**src/rtl/uart_cmd_pkg.sv**
```systemverilog
// Shared types for the UART command engine: FSM states, header bit layout
// and the header byte 0 decoder.
package uart_cmd_pkg;

  typedef enum logic [2:0] {
    ST_IDLE,
    ST_HDR1,
    ST_WR_DATA,
    ST_RD_ISSUE,
    ST_RD_WAIT,
    ST_RD_PUSH
  } state_e;

  localparam int OP_BIT    = 0;
  localparam int LEN_LSB   = 1;
  localparam int INC_BIT   = 7;
  localparam int LEN_MAX_W = 6;

  typedef struct packed {
    logic                 op;
    logic [LEN_MAX_W-1:0] len_m1;
    logic                 inc;
  } header_t;

  // len_m1 is returned at its widest; callers keep the low LEN_W bits.
  function automatic header_t header_decode(input logic [7:0] b);
    header_t h;
    h.op     = b[OP_BIT];
    h.len_m1 = b[LEN_LSB +: LEN_MAX_W];
    h.inc    = b[INC_BIT];
    return h;
  endfunction

endpackage

```
**src/rtl/uart_cmd_engine_timeout.sv**
```systemverilog
// Idle-cycle watchdog: counts enabled cycles since the last clear and
// raises a combinational expire on the cycle the count reaches TIMEOUT_CYC.
module uart_cmd_timeout #(
  parameter int TIMEOUT_CYC = 1023
) (
  input  logic clk,
  input  logic rst,
  input  logic clr,
  input  logic en,
  output logic expire
);

  localparam int CNT_W = (TIMEOUT_CYC < 2) ? 1 : $clog2(TIMEOUT_CYC);

  logic [CNT_W-1:0] cnt_q, cnt_d;

  always_comb begin
    cnt_d = cnt_q;
    if (clr) begin
      cnt_d = '0;
    end else if (en) begin
      cnt_d = cnt_q + 1'b1;
    end
  end

  always_ff @(posedge clk or posedge rst) begin
    if (rst) begin
      cnt_q <= '0;
    end else begin
      cnt_q <= cnt_d;
    end
  end

  generate
    if (TIMEOUT_CYC == 0) begin : g_off
      assign expire = 1'b0;
    end else begin : g_on
      // This enabled cycle is the TIMEOUT_CYC-th one since the last clear.
      assign expire = en && !clr && (cnt_q == CNT_W'(TIMEOUT_CYC - 1));
    end
  endgenerate

endmodule

```
**src/rtl/uart_cmd_engine.sv**
```systemverilog
// Command engine: parses a two-byte header from the RX FIFO, then runs a
// read or write memory burst; read data is returned through the TX FIFO.
module uart_cmd_engine
  import uart_cmd_pkg::*;
#(
  parameter int ADDR_W      = 8,
  parameter int LEN_W       = 4,
  parameter int RD_LAT      = 1,
  parameter int TIMEOUT_CYC = 1023
) (
  input  logic              clk,
  input  logic              rst,
  input  logic [7:0]        rx_data,
  input  logic              rx_empty,
  output logic              rx_rd,
  input  logic              tx_full,
  output logic              tx_wr,
  output logic [7:0]        tx_data,
  output logic [ADDR_W-1:0] mem_addr,
  output logic              mem_wr,
  output logic [7:0]        mem_wdata,
  output logic              mem_rd,
  input  logic [7:0]        mem_rdata,
  output logic              busy,
  output logic              cmd_done,
  output logic              err_timeout
);

  state_e            state_q, state_d;
  logic              op_q, op_d;
  logic [LEN_W-1:0]  len_q, len_d;
  logic              inc_q, inc_d;
  logic [ADDR_W-1:0] addr_q, addr_d;
  logic [LEN_W-1:0]  cnt_q, cnt_d;
  logic [1:0]        lat_q, lat_d;
  logic [7:0]        rdata_q, rdata_d;
  logic              cap_q, cap_d;
  logic              tx_wr_q, tx_wr_d;
  logic [7:0]        tx_data_q, tx_data_d;
  logic [ADDR_W-1:0] mem_addr_q, mem_addr_d;
  logic              mem_wr_q, mem_wr_d;
  logic [7:0]        mem_wdata_q, mem_wdata_d;
  logic              mem_rd_q, mem_rd_d;
  logic              cmd_done_q, cmd_done_d;

  header_t hdr;
  logic    unused_hdr;
  logic    in_rx_wait;
  logic    to_expire;
  logic    last_beat;
  logic [7:0] rd_byte;

  assign hdr        = header_decode(rx_data);
  assign unused_hdr = ^hdr;
  assign in_rx_wait = (state_q == ST_HDR1) || (state_q == ST_WR_DATA);
  assign rx_rd      = !rx_empty && ((state_q == ST_IDLE) || in_rx_wait);
  assign last_beat  = (cnt_q == len_q);

  uart_cmd_timeout #(
    .TIMEOUT_CYC(TIMEOUT_CYC)
  ) u_timeout (
    .clk   (clk),
    .rst   (rst),
    .clr   (rx_rd || !in_rx_wait),
    .en    (in_rx_wait && rx_empty),
    .expire(to_expire)
  );

  always_comb begin
    state_d     = state_q;
    op_d        = op_q;
    len_d       = len_q;
    inc_d       = inc_q;
    addr_d      = addr_q;
    cnt_d       = cnt_q;
    lat_d       = lat_q;
    rdata_d     = rdata_q;
    cap_d       = cap_q;
    tx_wr_d     = 1'b0;
    tx_data_d   = tx_data_q;
    mem_addr_d  = mem_addr_q;
    mem_wr_d    = 1'b0;
    mem_wdata_d = mem_wdata_q;
    mem_rd_d    = 1'b0;
    cmd_done_d  = 1'b0;
    rd_byte     = cap_q ? rdata_q : mem_rdata;
    case (state_q)
      ST_IDLE: begin
        if (rx_rd) begin
          op_d    = hdr.op;
          len_d   = hdr.len_m1[LEN_W-1:0];
          inc_d   = hdr.inc;
          state_d = ST_HDR1;
        end
      end
      ST_HDR1: begin
        if (rx_rd) begin
          addr_d  = rx_data[ADDR_W-1:0];
          cnt_d   = '0;
          state_d = op_q ? ST_RD_ISSUE : ST_WR_DATA;
        end else if (to_expire) begin
          state_d = ST_IDLE;
        end
      end
      ST_WR_DATA: begin
        if (rx_rd) begin
          mem_wr_d    = 1'b1;
          mem_wdata_d = rx_data;
          mem_addr_d  = addr_q;
          addr_d      = addr_q + ADDR_W'(inc_q);
          cnt_d       = cnt_q + 1'b1;
          if (last_beat) begin
            cmd_done_d = 1'b1;
            state_d    = ST_IDLE;
          end
        end else if (to_expire) begin
          state_d = ST_IDLE;
        end
      end
      ST_RD_ISSUE: begin
        if (!tx_full) begin
          mem_rd_d   = 1'b1;
          mem_addr_d = addr_q;
          lat_d      = '0;
          cap_d      = 1'b0;
          state_d    = ST_RD_WAIT;
        end
      end
      ST_RD_WAIT: begin
        lat_d = lat_q + 1'b1;
        if (lat_q == 2'(RD_LAT - 1)) begin
          state_d = ST_RD_PUSH;
        end
      end
      ST_RD_PUSH: begin
        // mem_rdata is valid on the first RD_PUSH cycle; hold it across a TX stall.
        if (!cap_q) begin
          rdata_d = mem_rdata;
          cap_d   = 1'b1;
        end
        if (!tx_full) begin
          tx_wr_d   = 1'b1;
          tx_data_d = rd_byte;
          cap_d     = 1'b0;
          addr_d    = addr_q + ADDR_W'(inc_q);
          cnt_d     = cnt_q + 1'b1;
          if (last_beat) begin
            cmd_done_d = 1'b1;
            state_d    = ST_IDLE;
          end else begin
            state_d = ST_RD_ISSUE;
          end
        end
      end
      default: state_d = ST_IDLE;
    endcase
  end

  always_ff @(posedge clk or posedge rst) begin
    if (rst) begin
      state_q     <= ST_IDLE;
      op_q        <= 1'b0;
      len_q       <= '0;
      inc_q       <= 1'b0;
      addr_q      <= '0;
      cnt_q       <= '0;
      lat_q       <= '0;
      rdata_q     <= '0;
      cap_q       <= 1'b0;
      tx_wr_q     <= 1'b0;
      tx_data_q   <= '0;
      mem_addr_q  <= '0;
      mem_wr_q    <= 1'b0;
      mem_wdata_q <= '0;
      mem_rd_q    <= 1'b0;
      cmd_done_q  <= 1'b0;
    end else begin
      state_q     <= state_d;
      op_q        <= op_d;
      len_q       <= len_d;
      inc_q       <= inc_d;
      addr_q      <= addr_d;
      cnt_q       <= cnt_d;
      lat_q       <= lat_d;
      rdata_q     <= rdata_d;
      cap_q       <= cap_d;
      tx_wr_q     <= tx_wr_d;
      tx_data_q   <= tx_data_d;
      mem_addr_q  <= mem_addr_d;
      mem_wr_q    <= mem_wr_d;
      mem_wdata_q <= mem_wdata_d;
      mem_rd_q    <= mem_rd_d;
      cmd_done_q  <= cmd_done_d;
    end
  end

  assign tx_wr       = tx_wr_q;
  assign tx_data     = tx_data_q;
  assign mem_addr    = mem_addr_q;
  assign mem_wr      = mem_wr_q;
  assign mem_wdata   = mem_wdata_q;
  assign mem_rd      = mem_rd_q;
  assign cmd_done    = cmd_done_q;
  assign err_timeout = to_expire;
  assign busy        = (state_q != ST_IDLE);

endmodule
```
**config.mk**
```make
export PLATFORM = sky130hd
export DESIGN_NAME = uart_cmd_engine
export DESIGN_NICKNAME = d
export VERILOG_FILES = /design/src/rtl/uart_cmd_pkg.sv /design/src/rtl/uart_cmd_engine_timeout.sv /design/src/rtl/uart_cmd_engine.sv
export SDC_FILE = /design/constraint.sdc
export NUM_CORES = 1
export LEC_CHECK = 0
export CELL_PAD_IN_SITES_DETAIL_PLACEMENT = 1
export CELL_PAD_IN_SITES_GLOBAL_PLACEMENT = 1
export CORE_UTILIZATION = 39
export DETAILED_ROUTE_END_ITERATION = 8
export PLACE_DENSITY_LB_ADDON = 0.2
export SYNTH_ARGS = -nofsm -noshare
export SYNTH_HDL_FRONTEND = slang
export SYNTH_SLANG_ARGS = --single-unit
```
**constraint.sdc**
```tcl
create_clock -name clk -period 2.3 [get_ports clk]
set_input_delay 0.46 -clock clk [delete_from_list [all_inputs] [get_ports clk]]
set_output_delay 0.46 -clock clk [all_outputs]
set_load 0.01 [all_outputs]
```
==> results of run 1 <==
## what timing repair did
action                                  CTS  global route
setup buffers                             1             0
endpoints found under the setup margin    3             0
gates resized for setup                   6             0
endpoints found under the hold margin     0             0
## power groups by stage
stage	registers [uW]	logic, uW	clock network [uW]
floorplan	2090	1520	0
global placement	2110	2430	0
detailed placement	2150	2520	0
CTS	2130	2530	1030
global route	2200	2740	1080
finish	2120	2490	1000
## per-stage QoR
stage               worst slack, ns  std cells
floorplan                   0.07179        291
global placement           -0.05166        454
detailed placement         -0.01111        454
CTS                          0.1756        471
global route                 0.1377        471
finish                       0.1978        471
## worst max-delay path, cell delays in order, from the launching register on
cell and delay, ns:
sky130_fd_sc_hd__dfrtp_2 0.48, sky130_fd_sc_hd__buf_4 0.20, sky130_fd_sc_hd__or3_1 0.32, sky130_fd_sc_hd__dlygate4sd2_1 0.29
## final cells by class
cell class / instances / area share, %
well taps: 105 / 3.056
multi-input cells: 196 / 33.96
flip-flops and latches: 70 / 40.83
inverters: 9 / 0.7858
repair buffers: 75 / 16.79
clock inverters: 7 / 1.688
clock buffers: 9 / 2.881
## kinds of logic (layout without fill, tap and decap cells)
logic type	Yosys count	count (layout)
compound gates	57	57
xor+xnor	14	14
fa+ha+maj	6	6
buf+inv	25	100
flops	70	70
mux	39	39
simple gates	80	80
## worst max path at each step
stage | to | slack [ns] | startpoint | cells past startpoint
after CTS | busy | 0.18 | state_q[2]$_DFFE_PP0P_ | 3
final | busy | 0.20 | state_q[2]$_DFFE_PP0P_ | 3
after floorplan | addr_q[0]$_DFFE_PP0P_ | 0.07 | rst | 1
after global placement | rx_rd | -0.05 | rx_empty | 4
after global routing | busy | 0.14 | state_q[2]$_DFFE_PP0P_ | 3
after detailed placement | rx_rd | -0.01 | rx_empty | 4
## sequential cells by signal (all words and copies together) (netlist names)
signal,count
cnt_q,4
rdata_q,8
addr_q,8
len_q,4
mem_rd,1
state_q,3
tx_wr,1
inc_q,1
cmd_done,1
cap_q,1
op_q,1
tx_data,8
lat_q,2
mem_addr,8
u_timeout.cnt_q,10
mem_wdata,8
mem_wr,1
## layer usage
metal	vias up	track usage [%]	wire, um
met3	13	4.589	235
met5	-	0	0
met1	1273	25.80	3657
met4	0	6.944	93
li1	1175	-	-
met2	39	32.79	3878
## cells in the final DEF (no fill, tap or decap), types with 11 or more instances in the layout
cell	Yosys	final
sky130_fd_sc_hd__dfrtp_1	70	67
sky130_fd_sc_hd__clkdlybuf4s50_1	0	47
sky130_fd_sc_hd__nor2_1	26	26
sky130_fd_sc_hd__buf_4	3	22
sky130_fd_sc_hd__a21oi_1	21	21
sky130_fd_sc_hd__mux2_2	19	19
sky130_fd_sc_hd__mux2_1	11	11
sky130_fd_sc_hd__nand2_1	11	11
==> flow_metrics.tcl, run 1 <==
set metrics [dict create \
    status "finished clean" \
    cts_buffer_depth 2 \
    cp_data_required_time_ns 1.84 \
    start_util_pct 40.68 \
    dieHeight_um 94.81 \
    wire_length_of_the_first_global_routing_pass_um 13390 \
    synth_compound_area_share_pct 10.88 \
    die_area_sq_um 8989 \
    synth.yosys.warnings 0 \
    detailedRoute.firstPassIterationCount 4 \
    antenna_found_initial 0 \
    synthXorXnorAreaFrac_pct 3.650 \
    timing.rr.start "state_q[2]$_DFFE_PP0P_" \
    grt_setup_unrepaired "false" \
    dr.first_iter.drc_count 108 \
    setup-tns-final_ns 0 \
    seq_power_share_pct 37.8 \
    ctsHoldBuffers 0 \
    ir_worst_vdd_uv 494.9 \
    synth_simple_gate_area_share_pct 13.97 \
    placeableCoreArea_sq_um 8258 \
    clockPowerShare_pct 17.9 \
    drt-total-wl_um 7865 \
    worst_setup_path_start_kind "flip-flop" \
    grt_start_max_net_pins 46 \
    syn_inst 291 \
    layout_overhead_on_the_synthesized_area_pct 27.97 \
    power_leakage_uw 0.001802 \
    count_of_final_max_slew_check_failures 0 \
    routabilityCongestion 0.7272 \
    synth_seq_cells 70 \
    grt_pass1_vias 2657 \
    synth.lib_cells_used.distinct 53 \
    cp-end-kind "output pin" \
    final-seq-area_sq_um 1755 \
    synthMostInstantiatedCell "sky130_fd_sc_hd__dfrtp_1" \
    detail_route.wl_per_cell_um 16.70 \
    synthAdderAreaFrac_pct 2.235 \
    largest_family_of_logic_cells_by_synthesized_area "simple AND/OR/NAND/NOR gates" \
    tightest_slew_ns 0.5991 \
    vias 2500 \
    detailedPlacementHpwl_um 5666 \
    comb_power_share_pct 44.3 \
    reported_net_switching_power_uw 2052 \
    final_design_area_no_fill_sq_um 4299 \
    post-route-util_pct 52.06 \
    totalPowerFinal_uw 5613 \
    instance_area_after_placement_sq_um 4095 \
    r2r.worst_path.cells 6 \
    multi_input_comb_area_sq_um 1460 \
    cts_inserted_buffers 9 \
    clkTransAtPathRegs_ns 0.08 \
    syn_area_sq_um 3359 \
    synth.largest_area_cell "sky130_fd_sc_hd__dfrtp_1" \
    vias_per_cell 5.308 \
    min_period_over_period_pct 91.40 \
    post-route-min-period_ns 2.102 \
    setup.reg_to_reg.worst_slack_ns 0.39 \
    die_width_um 94.81 \
    number_of_flops_mapped_to_enable_cells_by_yosys 0 \
    antenna_cells_inserted 0 \
    number_of_endpoints_with_negative_hold_slack_in_the_final_report 0 \
    regToRegEndpoint "mem_addr[5]$_DFFE_PP0P_" \
    io-pin-count 51 \
    synth-async-reset-ratio_pct 100.0 \
    timing.setup.critical_path_class "flip-flop to output pin" \
    final-setup-viol-count 0 \
    synth_top_cell_area_share_pct 52.14 \
    mappedNetlistNets 317 \
    p_int_uw 3561 \
    antenna_left 0 \
    maximum_net_fanout_on_the_critical_path 9 \
    grt_util_all_layers_pct 19.96 \
    numClockSinks 70 \
    hp-class "primary input to asynchronous set/reset pin" \
    netlist_top_cells_area "sky130_fd_sc_hd__dfrtp_1 52%, sky130_fd_sc_hd__mux2_2 6.4%, sky130_fd_sc_hd__mux2_1 3.7%, sky130_fd_sc_hd__a21oi_1 3.1%, sky130_fd_sc_hd__nor2_1 2.9%" \
    worst_skew_pair.late_latency_ns 0.35 \
    synth_area_per_cell_sq_um 11.54 \
    share_of_layout_cells_above_drive_strength_1_pct 20.77 \
    cp_data_arrival_time_ns 1.64 \
    route.detailed.drc 0 \
    seq_total_area_yosys_pct 52.14 \
    achievable-frequency_ghz 0.4757 \
    yosys_most_used_dff "sky130_fd_sc_hd__dfrtp_1" \
    ys_top_cells_by_count "70 x sky130_fd_sc_hd__dfrtp_1, 26 x sky130_fd_sc_hd__nor2_1, 21 x sky130_fd_sc_hd__a21oi_1, 19 x sky130_fd_sc_hd__mux2_2" \
    grt.overflow.total 0 \
    port_buffers 50 \
    switching_power_share_of_the_total_pct 36.56 \
    cts_root_buffer "sky130_fd_sc_hd__clkbuf_8" \
    worst_clock_skew_ns 0.01108 \
    placement_rows 33 \
    hold_slack_ns 0.4617 \
    fill_cells 898 \
    drv_cap 0 \
    pwr_density_cell_nw_per_um2 1306 \
    synthMuxAreaShare_pct 12.74 \
    slew_headroom_pct 60.06 \
    cts_tree "yes" \
    htree_levels 3 \
    finalNetCount 387 \
]
(Power assumes the default switching activity.)
==> run 2: changes to the inputs <==
CORE_UTILIZATION = 25   (was 39)
clock period = 2.1 ns   (was 2.3 ns; I/O delays follow)
==> run 2 against run 1 <==
Compared with the run above: flip-flop and latch count stayed put; largest cell class unchanged; core utilization decreased by 16 points; first-iteration DRC count decreased by 5.6%; count of clock-buffer cells in the layout increased by 4; via count down 1.4%; global-route usage is 7.3 points lower; die area grew 55%.
==> flow_metrics.tcl, run 2 (same netlist as run 1, synthesis figures left out) <==
set metrics [dict create \
    instance_area_after_placement_sq_um 4263 \
    grt_setup_unrepaired "false" \
    htree_levels 3 \
    final-setup-viol-count 0 \
    critical_path.cell_chain "buf_12 > or3_1 > dlygate4sd2_1" \
    power_leakage_uw 0.001919 \
    hp-class "flip-flop to flip-flop" \
    io-pin-count 51 \
    ctsHoldBuffers 0 \
    timing.setup.critical_path_class "flip-flop to output pin" \
    largest_register_ff_count 10 \
    fill_cells 1402 \
    detailedRoute.firstPassIterationCount 4 \
    highest_count_cells_in_the_layout_ignoring_fill_and_taps "69 x sky130_fd_sc_hd__dfrtp_1, 47 x sky130_fd_sc_hd__clkdlybuf4s50_1, 29 x sky130_fd_sc_hd__buf_4" \
    cp_num_buf_inv 2 \
    detail_route.wl_per_cell_um 14.71 \
    post_cts_setup_buffer_count 0 \
    route.detailed.drc 0 \
    antenna_left 0 \
    cell_with_the_largest_stage_delay_on_the_worst_path "sky130_fd_sc_hd__dfrtp_1" \
    port_buffers 50 \
    routabilityCongestion 0.7433 \
    grt_pass1_vias 2667 \
    totalPowerFinal_uw 6935 \
    grt_util_all_layers_pct 12.67 \
    vias_per_cell 4.515 \
    layout.cells.most_common "sky130_fd_sc_hd__dfrtp_1" \
    cts_inserted_buffers 9 \
    cts_root_buffer "sky130_fd_sc_hd__clkbuf_16" \
    achievable-frequency_ghz 0.4952 \
    maximum_net_fanout_on_the_critical_path 16 \
    count_of_final_max_slew_check_failures 0 \
    dieHeight_um 117.9 \
    worst_clock_skew_ns 0.006345 \
    min_period_over_period_pct 96.16 \
    clkTransAtPathRegs_ns 0.05 \
    pwr_density_cell_nw_per_um2 1502 \
    share_of_layout_cells_above_drive_strength_1_pct 21.93 \
    grt.overflow.total 0 \
    worst_skew_pair.late_latency_ns 0.34 \
    detailedPlacementHpwl_um 5589 \
    worst_setup_path_start_kind "flip-flop" \
    finalNetCount 395 \
    final_design_area_no_fill_sq_um 4617 \
    numClockSinks 70 \
    antenna_cells_inserted 0 \
    drv_cap 0 \
    slew_headroom_pct 70.47 \
    critical-path-top-delay-family "buffers and inverters" \
    cp-end-kind "output pin" \
    drt-total-wl_um 8029 \
    cp_data_required_time_ns 1.68 \
    post-route-util_pct 35.86 \
    status "finished clean" \
    layout_overhead_on_the_synthesized_area_pct 37.43 \
    placement_rows 41 \
    cts_tree "yes" \
    die_area_sq_um 13910 \
    layoutNonFillerInstCount 546 \
    wire_length_of_the_first_global_routing_pass_um 13830 \
    setup.reg_to_reg.worst_slack_ns 0.27 \
    cts_buffer_depth 2 \
    post-route-min-period_ns 2.019 \
    dr.first_iter.drc_count 102 \
    setup-tns-final_ns 0 \
    die_width_um 117.9 \
    number_of_placed_instances_with_taps_included 530 \
    start_util_pct 26.09 \
    grt_start_max_net_pins 71 \
    largest_register "u_timeout.cnt_q" \
    cp_data_arrival_time_ns 1.60 \
    vias 2465 \
    ir_worst_vdd_uv 559.6 \
    number_of_endpoints_with_negative_hold_slack_in_the_final_report 0 \
    antenna_found_initial 0 \
    tightest_slew_ns 0.4415 \
    placeableCoreArea_sq_um 12880 \
    timing.critical_path.slowest_cell_delay_ns 0.41 \
]
==> run 2: cell count changes in the layout (fill, tap and decap cells not counted), sizes merged <==
cell      before  now
buf           25   33
clkbuf         9   13
clkinv         3    0
bufinv         1    3
inv           10    8
clkinvlp       2    1
==> run 2: final cells by class <==
type / instances / area [sq um] / area share [%]
Inverter: 9 / 37.54 / 0.8130
Timing Repair Buffer: 83 / 794.5 / 17.21
Multi-Input combinational cell: 196 / 1466 / 31.76
Clock inverter: 3 / 90.09 / 1.951
Sequential cell: 70 / 1753 / 37.97
Tap cell: 172 / 215.2 / 4.661
Clock buffer: 13 / 260.3 / 5.637
==> run 2: worst register-to-register path, cell delays in order, from the launching register on <==
cell                      delay (ns)
sky130_fd_sc_hd__dfrtp_2        0.47
sky130_fd_sc_hd__buf_4          0.20
sky130_fd_sc_hd__nor4b_4        0.32
sky130_fd_sc_hd__buf_4          0.21
sky130_fd_sc_hd__nor2_2         0.06
sky130_fd_sc_hd__buf_12         0.13
sky130_fd_sc_hd__mux2_1         0.31
==> run 2: routing by layer <==
metal | vias to the layer above | global-route usage (%) | share of wire, %
met5 | - | 0 | 0
met2 | 49 | 19.12 | 45
met3 | 11 | 3.634 | 4.8
li1 | 1189 | - | -
met1 | 1216 | 16.87 | 48
met4 | 0 | 5.288 | 1.8
==> run 2: path summary, 6_finish.rpt <==
path,end,depth (start not counted),from
setup / recovery,busy,3,state_q[1]$_DFFE_PP0P_
hold / removal,mem_addr[2]$_DFFE_PP0P_,1,mem_addr[2]$_DFFE_PP0P_
setup reg to reg,mem_addr[3]$_DFFE_PP0P_,6,state_q[0]$_DFFE_PP0P_
hold reg to reg,mem_addr[2]$_DFFE_PP0P_,1,mem_addr[2]$_DFFE_PP0P_
max in group asynchronous,addr_q[1]$_DFFE_PP0P_,3,rst
min in group asynchronous,lat_q[1]$_DFFE_PP0P_,3,rst
==> run 2: stage by stage <==
step	hold WS, ns	setup WS [ns]
6_report	0.4908	0.08066
5_1_grt	0.5060	0.005342
4_1_cts	0.4978	0.05091
3_5_place_dp	0.4858	-0.2225
3_3_place_gp	0.4769	-0.2274
2_1_floorplan	0.4675	0.4695
==> run 2: what timing repair did <==
| action | CTS | global route |
|---|---|---|
| gates resized for setup | 5 | 1 |
| cloned | 0 | 0 |
| endpoints found under the hold margin | 0 | 0 |
| pin swaps | 0 | 1 |
| setup endpoints to repair | 3 | 2 |
==> run 2: power by group <==
part | internal [uW] | switching [uW] | leakage (uW)
logic | 1560 | 1310 | 0.000890
registers | 1890 | 374 | 0.000859
clock network | 1230 | 576 | 0.000170
total | 4680 | 2260 | 0.00192
==> run 3: changes to the inputs <==
CORE_UTILIZATION = 43   (was 25)
CTS_BUF_LIST = sky130_fd_sc_hd__clkbuf_16   (was unset)
GPL_TIMING_DRIVEN = 1   (was unset)
==> run 3 against run 2 <==
Compared with the run above: routed wire length up 0.31%; cell area down 3.6%; largest cell class unchanged; flip-flop and latch count unchanged; critical path depth increased by 1; non-clock buffer count up 1.
==> flow_metrics.tcl, run 3 (same netlist as run 1, synthesis figures left out) <==
set metrics [dict create \
    status "finished clean" \
    layoutNonFillerInstCount 473 \
    layout.cells.most_common "sky130_fd_sc_hd__dfrtp_1" \
    placeableCoreArea_sq_um 7408 \
    drt-total-wl_um 8054 \
    start_util_pct 45.35 \
    timing.setup.critical_path_class "primary input to output pin" \
    largest_register "u_timeout.cnt_q" \
    grt_start_max_net_pins 71 \
    placement_rows 31 \
    clockPowerShare_pct 21.8 \
    routabilityCongestion 0.7560 \
    numClockSinks 70 \
    grt.overflow.total 0 \
    number_of_placed_instances_with_taps_included 458 \
    final-setup-viol-count 0 \
    clkTransAtPathRegs_ns 0.06 \
    worstHoldStart "mem_addr[3]$_DFFE_PP0P_" \
    p_int_uw 4344 \
    cell_with_the_largest_stage_delay_on_the_worst_path "sky130_fd_sc_hd__clkdlybuf4s50_1" \
    pwr_density_cell_nw_per_um2 1492 \
    largest_register_ff_count 10 \
    worst_clock_skew_ns 0.007889 \
    worst_skew_pair.late_latency_ns 0.32 \
    dr.first_iter.drc_count 68 \
    detail_route.wl_per_cell_um 17.03 \
    maximum_net_fanout_on_the_critical_path 3 \
    layout_overhead_on_the_synthesized_area_pct 32.48 \
    slew_headroom_pct 71.88 \
    antenna_found_initial 0 \
    route.detailed.drc 0 \
    detailedPlacementHpwl_um 5723 \
    cp_data_arrival_time_ns 1.62 \
    switching_power_share_of_the_total_pct 34.57 \
    die_area_sq_um 8170 \
    timing.rr.start "state_q[0]$_DFFE_PP0P_" \
    grt_util_all_layers_pct 21.36 \
    cts_tree "yes" \
    grt_setup_unrepaired "false" \
    cts_buffer_depth 2 \
    die_width_um 90.39 \
    highest_count_cells_in_the_layout_ignoring_fill_and_taps "67 x sky130_fd_sc_hd__dfrtp_1, 47 x sky130_fd_sc_hd__clkdlybuf4s50_1, 31 x sky130_fd_sc_hd__buf_4" \
    setup-tns-final_ns 0 \
    worstSetupStartpoint "rx_empty" \
    post-route-min-period_ns 2.041 \
    vias 2551 \
    port_buffers 50 \
    drv_cap 0 \
    vias_per_cell 5.393 \
    number_of_endpoints_with_negative_hold_slack_in_the_final_report 0 \
    detailedRoute.firstPassIterationCount 4 \
    antenna_cells_inserted 0 \
    antenna_left 0 \
    hold_slack_ns 0.4909 \
    achievable-frequency_ghz 0.4899 \
    cp-end-kind "output pin" \
    comb_power_share_pct 43.4 \
    io-pin-count 51 \
    cts_inserted_buffers 9 \
    reported_net_switching_power_uw 2295 \
    hp-class "flip-flop to flip-flop" \
    cp_data_required_time_ns 1.68 \
    finalNetCount 396 \
    min_period_over_period_pct 97.21 \
    share_of_layout_cells_above_drive_strength_1_pct 21.93 \
    worst_setup_path_start_kind "primary input" \
    wire_length_of_the_first_global_routing_pass_um 13830 \
    critical_path.cell_chain "clkdlybuf4s50_1 > or2_1 > a21oi_1 > dlygate4sd2_1" \
    count_of_final_max_slew_check_failures 0 \
    htree_levels 3 \
    grt_pass1_vias 2759 \
    power_leakage_uw 0.001893 \
    seq_power_share_pct 34.8 \
    timing.critical_path.slowest_cell_delay_ns 0.46 \
    cts_root_buffer "sky130_fd_sc_hd__clkbuf_16" \
    tightest_slew_ns 0.4204 \
    dieHeight_um 90.39 \
    ir_worst_vdd_uv 740.1 \
]
## run 3: layer usage
metal	track usage [%]	vias to the layer above	wire length [um]
li1	-	1196	-
met1	27.16	1287	3591
met2	36.45	57	4085
met3	3.788	11	242
met4	7.796	0	135
met5	0	-	0
## run 3: stage by stage
step                utilization [%]  instance area [sq um]  setup slack [ns]  power [uW]
global placement              56.24                   4167           -0.1765        5053
global route                  60.07                   4451          0.005169        7069
CTS                           60.01                   4446          0.009323        6701
floorplan                         -                   3363            0.4695        3958
detailed placement            56.24                   4167           -0.1636        5212
finish                        60.07                   4451           0.05864        6638
## run 3: critical path, delay by kind of cell
family / cells / cell delay (ns)
buffers and inverters: 2 / 0.75
and+or+nand+nor: 1 / 0.27
AOI/OAI and AO/OA: 1 / 0.17
## run 3: what timing repair did
action | 4_1_cts | 5_1_grt
hold endpoints to repair | 0 | 0
gates cloned | 0 | 0
buffers inserted | 0 | 0
gates resized for setup | 3 | 3
endpoints found under the setup margin | 3 | 1
hold buffers | 0 | 0
## run 3: final timing paths
path | to | slack [ns] | cells past startpoint
setup / recovery | rx_rd | 0.06 | 4
hold reg to reg | mem_addr[3]$_DFFE_PP0P_ | 0.49 | 1
setup reg to reg | cnt_q[2]$_DFFE_PP0P_ | 0.27 | 6
hold / removal | mem_addr[3]$_DFFE_PP0P_ | 0.49 | 1
min in group asynchronous | u_timeout.cnt_q[4]$_DFFE_PP0P_ | 0.53 | 3
max in group asynchronous | state_q[2]$_DFFE_PP0P_ | 1.22 | 3
## run 3: power by group through the flow
stage	clock network (uW)	logic (uW)	registers [uW]
global placement	0	2770	2280
finish	1450	2880	2310
global route	1520	3150	2400
floorplan	0	1660	2290
detailed placement	0	2890	2330
CTS	1470	2910	2320
## run 3: final cells by class
class                   instances  area, sq um
clock buffers                   9        225.2
clock inverters                 6        55.05
fillers                       780         2958
inverters                       9        37.54
multi-input cells             196         1460
flip-flops and latches         70         1755
well taps                      99        123.9
repair buffers                 84        793.3
